`src/rtl/pipe_pkg.sv`:
```
// Shared types for the pipeline stage register.
//   pipe_state_t : control FSM state; the encoding doubles as the occupancy count.
//   occ_of()     : maps a state onto the 2-bit occupancy output.
package pipe_pkg;

   localparam int unsigned OCC_W = 2;

   typedef enum logic [1:0] {
      EMPTY = 2'd0,
      ONE   = 2'd1,
      FULL  = 2'd2
   } pipe_state_t;

   function automatic logic [OCC_W-1:0] occ_of(input pipe_state_t s);
      return OCC_W'(s);
   endfunction

endpackage

```
`src/rtl/pipe_entry.sv`:
```
// One N-bit payload storage element with load enable.
//   clk    : rising-edge clock
//   rst    : asynchronous active-low reset, loads RESET_VAL
//   load_i : capture d_i on the next clock edge
//   d_i    : payload to capture
//   q_o    : stored payload
module pipe_entry #(
   parameter int unsigned   N         = 24,
   parameter logic [N-1:0]  RESET_VAL = '0
) (
   input  logic         clk,
   input  logic         rst,
   input  logic         load_i,
   input  logic [N-1:0] d_i,
   output logic [N-1:0] q_o
);

   logic [N-1:0] data_q;

   // Storage register; holds unless explicitly loaded.
   always_ff @(posedge clk or negedge rst) begin
      if (!rst) begin
         data_q <= RESET_VAL;
      end else if (load_i) begin
         data_q <= d_i;
      end
   end

   assign q_o = data_q;

endmodule

```
`src/rtl/pipe_register.sv`:
```
// Pipeline stage register with valid/ready handshake and a one-entry skid buffer.
// Back-pressure is absorbed by the skid entry so in_ready never depends
// combinationally on out_ready.
//   clk, rst            : clock, asynchronous active-low reset
//   flush               : synchronous discard of every held entry
//   in_valid/in_ready   : upstream handshake, in_data payload
//   out_valid/out_ready : downstream handshake, out_data payload
//   occupancy           : number of entries held (0..2)
module pipe_register
   import pipe_pkg::*;
#(
   parameter int unsigned   N         = 24,
   parameter logic [N-1:0]  RESET_VAL = '0
) (
   input  logic             clk,
   input  logic             rst,
   input  logic             flush,
   input  logic             in_valid,
   output logic             in_ready,
   input  logic [N-1:0]     in_data,
   output logic             out_valid,
   input  logic             out_ready,
   output logic [N-1:0]     out_data,
   output logic [OCC_W-1:0] occupancy
);

   pipe_state_t  state_q, state_d;
   logic         in_ready_q, out_valid_q;
   logic         in_fire_c, out_fire_c;
   logic         main_load_c, skid_load_c, main_from_skid_c;
   logic [N-1:0] main_d, main_q, skid_q;

   assign in_fire_c  = in_valid & in_ready_q;
   assign out_fire_c = out_valid_q & out_ready;

   // Next-state and entry load decisions; flush wins and suppresses all loads.
   always_comb begin
      state_d          = state_q;
      main_load_c      = 1'b0;
      skid_load_c      = 1'b0;
      main_from_skid_c = 1'b0;
      if (flush) begin
         state_d = EMPTY;
      end else begin
         unique case (state_q)
            EMPTY: begin
               if (in_fire_c) begin
                  main_load_c = 1'b1;
                  state_d     = ONE;
               end
            end
            ONE: begin
               if (in_fire_c && out_fire_c) begin
                  main_load_c = 1'b1;
               end else if (in_fire_c) begin
                  skid_load_c = 1'b1;
                  state_d     = FULL;
               end else if (out_fire_c) begin
                  state_d = EMPTY;
               end
            end
            FULL: begin
               if (out_fire_c) begin
                  main_load_c      = 1'b1;
                  main_from_skid_c = 1'b1;
                  state_d          = ONE;
               end
            end
            default: state_d = EMPTY;
         endcase
      end
   end

   // Main refills from the skid only when draining out of FULL.
   assign main_d = main_from_skid_c ? skid_q : in_data;

   // State plus handshake flags, all flopped so outputs carry no input paths.
   always_ff @(posedge clk or negedge rst) begin
      if (!rst) begin
         state_q     <= EMPTY;
         in_ready_q  <= 1'b1;
         out_valid_q <= 1'b0;
      end else begin
         state_q     <= state_d;
         in_ready_q  <= (state_d != FULL);
         out_valid_q <= (state_d != EMPTY);
      end
   end

   pipe_entry #(.N(N), .RESET_VAL(RESET_VAL)) u_main (
      .clk    (clk),
      .rst    (rst),
      .load_i (main_load_c),
      .d_i    (main_d),
      .q_o    (main_q)
   );

   pipe_entry #(.N(N), .RESET_VAL(RESET_VAL)) u_skid (
      .clk    (clk),
      .rst    (rst),
      .load_i (skid_load_c),
      .d_i    (in_data),
      .q_o    (skid_q)
   );

   assign in_ready  = in_ready_q;
   assign out_valid = out_valid_q;
   assign out_data  = main_q;
   assign occupancy = occ_of(state_q);

endmodule
```
`config.mk`:
```
export PLATFORM = sky130hd
export DESIGN_NAME = pipe_register
export DESIGN_NICKNAME = d
export VERILOG_FILES = /design/src/rtl/pipe_pkg.sv /design/src/rtl/pipe_entry.sv /design/src/rtl/pipe_register.sv
export SDC_FILE = /design/constraint.sdc
export NUM_CORES = 1
export LEC_CHECK = 0
export ABC_AREA = 0
export CAP_MARGIN = 10
export CORE_ASPECT_RATIO = 1.25
export CORE_MARGIN = 1
export CORE_UTILIZATION = 35
export DETAILED_ROUTE_END_ITERATION = 6
export GPL_TIMING_DRIVEN = 0
export HOLD_SLACK_MARGIN = 0.02
export PLACE_DENSITY = 0.59
export SLEW_MARGIN = 10
export SYNTH_ARGS = -nofsm -noshare
export SYNTH_HDL_FRONTEND = slang
export SYNTH_SLANG_ARGS = --single-unit
```
`constraint.sdc`:
```
create_clock -name clk -period 3.6 [get_ports clk]
set_clock_uncertainty 0.2 [all_clocks]
set_input_delay 1.08 -clock clk [delete_from_list [all_inputs] [get_ports clk]]
set_output_delay 1.08 -clock clk [all_outputs]
set_load 0.1 [all_outputs]
```
==> summary.md <==
The logs give 48.7% for the combinational share of power and 6650 um2 for the placeable core area. The kind of cell with the highest combined delay along the critical path is buffers and inverters. The run gives 38 as the pin count of the biggest net entering global routing. Once detail routing completed, the nets flagged for antenna violations numbered 0.

For this block, the routed nets add up to 4660 um of wire. From bottom edge to top edge, the die measures 95.1 um. Once the floorplan was initialized, standard cells occupied 36.5% of the core.

The tightest hold margin was 0.311 ns; the met2 wirelength from detailed routing was 2440 um. For the pin with the worst max-slew slack, the measured transition is 1.00 ns. The critical path ends at in_ready. Yosys mapped the design onto 22 distinct sky130hd cell types. The total stage count of the critical path came out at 1.

After layout, the design draws a total of 2.39 mW. Part of the power in the clock network: 14.1%. Dividing the detail-routed wire length by the instance count gives 15.4 um. At the later pin of the worst-skew pair, clock insertion delay measures 0.29 ns. Of the available clock period, the critical path in the final layout requires 90.2%.

The startpoint identified for the worst register-to-register timing path is occupancy[0]. Sequential cells account for 37.2% of the total power. The met3 layer wire length in the routed design was 224 um; the overall via count from detail_route was 1464. Cell type contributing the most total cell area after synthesis: dfrtp_1. The clock slew at the register clock pins of the worst setup and hold paths is 0.09 ns, and the die area is 7270 um2. The number of DRC markers in iteration 0 came out at 61. Remaining design rule violation count: 0. The maximum VDD drop is 0.494 mV, and the routability congestion estimate is 0.726. In the final routing, the length of wire on met1 measures 1940 um. 0 antenna diodes ended up in the layout. The classification of the worst setup path was register to output port. The logs give 1623 for the via count of the first global-routing pass and 1.34 mW for the internal power component. In this run, post-CTS repair resized a total of 0 instances.

The analysis attributes to net switching a power of 1.06 mW. The total overflow left after global routing is 0. Counting flops and latches in the post-synthesis netlist gives 52. Synthesis produced a netlist with a net count of 181.

The largest driver fanout on the critical path is 3. Setup repair after global routing left no endpoint under its margin. The critical path buffer and inverter count works out to 1. The end of the worst register-to-register path is u_main.q_o[13]. After synthesis the cells add up to 2430 um2. The smallest clock period supported by the final layout is computed as 3.25 ns. In the final layout, the share of cells above drive strength 1 is 44.0%. Measured in cells, the most critical reg-to-reg path has a length of 5. The count of pins on the block boundary is 57, and the leakage power summed over all cells is 1.37 nW. Post-CTS timing repair inserted 0 buffers for setup. In the routed layout, each cell is associated on average with a via count of 4.83.

The mean instance size in the synthesized netlist works out to 16.0 um2. At the worst endpoint, the required time is 2.32 ns. Kind of launch point of the worst setup path: a register.

The logs give 4 for the iteration count of the initial detailed-routing pass and 53.7% for the share of the yosys chip area belonging to registers. The tools report the number of H-tree levels as 2. The largest individual stage delay along the critical path comes from the cell clkdlybuf4s50_1. From left edge to right edge, the die measures 76.5 um. Global routing used 13.9% of the available tracks across all layers. Measured against its own limit, the worst slew margin works out to 32.9%. The worst register-to-register path has a setup slack of 1.39 ns. The worst min-delay path category was register to register. The start point of the critical path was in_ready. The tools report the global-route wire length before repair as 7910 um. Synthesis produced 152 cells. The estimated wirelength of the detail-placed design came out at 3410 um. Net switching is 44.2% of the power. The initial antenna violation count is 0, and the area share of the largest cell type after synthesis is 52.6%. For this design, the CTS-stage hold fixing added 0 buffers. The run gives 0.308 GHz as the highest achievable clock rate.

The floorplan has 33 rows. The number of pins with negative max-slew slack in the final report was 0; the total CTS buffers was 5. The clock root buffer is clkbuf_8.

The number of input and output port buffers inserted was 55. TritonCTS built the clock tree. The worst setup path is captured at an output port. Walking the worst path, the cells encountered are clkdlybuf4s50_1. The synthesis-to-layout area growth came out at 31.6%. The number of hold violations in the final report is 0. Yosys printed 0 warnings. The largest stage delay on the critical path is 1.13 ns, and the count of endpoints failing setup in the final report is 0. Sorting the synthesized cells by area gives the leading types as dfrtp_1 53%, mux2_2 24%, mux2_4 12%.

In this run the top signal layer used is met4. For this design the ratio of total power to cell area is 749 nW/um2. The worst endpoint data arrival time was 1.97 ns; the clock sink count was 52. No sink is reached through more buffers than the 2 on the longest clock path. Across the run, the number of max-cap violations was 0.

The net count reported at finish is 244. The run finished with clean final reports.
per-stage QoR:
| step | setup TNS, ns | instances | area (um2) | setup WS (ns) | utilization [%] |
|---|---|---|---|---|---|
| after floorplan | 0 | 152 | 2430 | 0.981 | - |
| after global placement | -10.57 | 294 | 3090 | -0.210 | 46.4 |
| after detailed placement | 0 | 295 | 3100 | 0.230 | 46.7 |
| after CTS | 0 | 303 | 3200 | 0.328 | 48.1 |
| after global routing | 0 | 303 | 3200 | 0.253 | 48.1 |
| final | 0 | 303 | 3200 | 0.352 | 48.1 |
cell usage after synthesis:
library cell / n
a221o_2: 1
a21oi_4: 1
or2_2: 1
a21oi_1: 2
nand2_1: 4
a221oi_1: 1
dfrtp_1: 51
nand3_1: 1
mux2_2: 52
nor2_2: 1
mux2_4: 20
o31a_1: 1
nand4b_1: 1
a21o_1: 2
buf_6: 4
nor2_1: 1
nand4_1: 1
buf_12: 2
nand2b_1: 1
dfstp_2: 1
or4_4: 1
buf_4: 2
cell usage in the layout, fill, tap and decap left out:
cell / netlist / layout
a21o_1: 2 / 2
dfstp_2: 1 / 1
a221oi_1: 1 / 1
nand2_1: 4 / 4
a21oi_1: 2 / 2
or2_2: 1 / 1
clkinvlp_4: 0 / 1
a21oi_4: 1 / 1
nand3_1: 1 / 1
mux2_4: 20 / 20
nor2_2: 1 / 1
a221o_2: 1 / 1
clkdlybuf4s50_1: 0 / 54
o31a_1: 1 / 1
buf_4: 2 / 2
nor2_1: 1 / 1
clkbuf_8: 0 / 6
buf_6: 4 / 4
dfrtp_1: 51 / 51
nand2b_1: 1 / 1
mux2_2: 52 / 52
buf_12: 2 / 3
nand4b_1: 1 / 1
or4_4: 1 / 1
buf_2: 0 / 1
nand4_1: 1 / 1
clkbuf_1: 0 / 1
area by class of cell:
type | instances | area [um2]
Timing Repair Buffer | 56 | 566
Tap cell | 87 | 109
Clock inverter | 1 | 7.51
Clock buffer | 7 | 86.3
Fill cell | 573 | 3450
Buffer | 8 | 100
Sequential cell | 52 | 1300
Multi-Input combinational cell | 92 | 1020
cell families after synthesis:
| kind of cell | count (synthesis) | synth area share [%] |
|---|---|---|
| AND/OR/NAND/NOR | 12 | 2.84 |
| multiplexers | 72 | 36.5 |
| AO/OA/AOI/OAI | 8 | 2.89 |
| flip-flops | 52 | 53.7 |
| buffers and inverters | 8 | 4.12 |
sequential cells by signal, indices dropped and copies added, names as in the netlist:
register and cells:
occupancy 2, u_skid.q_o 24, out_valid 1, in_ready 1
u_main.q_o 24
metal layers:
metal	up-vias	global-route usage, %
met5	-	0
met4	0	4.49
met3	4	3.64
met2	48	24.8
met1	742	16.4
li1	670	-
power groups by stage:
stage          clock network, mW  registers [mW]  logic, mW
2_1_floorplan                  0            1.49      0.289
3_3_place_gp                   0           0.886       1.15
3_5_place_dp                   0           0.901       1.17
4_1_cts                    0.355           0.893       1.18
5_1_grt                    0.380           0.919       1.20
6_report                   0.337           0.891       1.17
worst min-delay path by stage:
stage	from	endpoint	slack (ns)	depth (start not counted)
final	u_skid.q_o[2]	u_skid.q_o[2]	0.31	1
after global routing	u_skid.q_o[15]	u_skid.q_o[15]	0.33	1
after CTS	u_skid.q_o[2]	u_skid.q_o[2]	0.32	1
after detailed placement	u_skid.q_o[18]	u_skid.q_o[18]	0.29	1
after global placement	u_skid.q_o[1]	u_skid.q_o[1]	0.28	1
after floorplan	u_skid.q_o[0]	u_skid.q_o[0]	0.27	1
worst register-to-register path, delay by kind of cell (launching register included):
kind / cells / cell delay (ns)
mux: 2 / 0.62
simple gates: 2 / 0.56
flops: 1 / 0.45
buf+inv: 1 / 0.27
No activity file was read; power rests on OpenSTA's default activity.
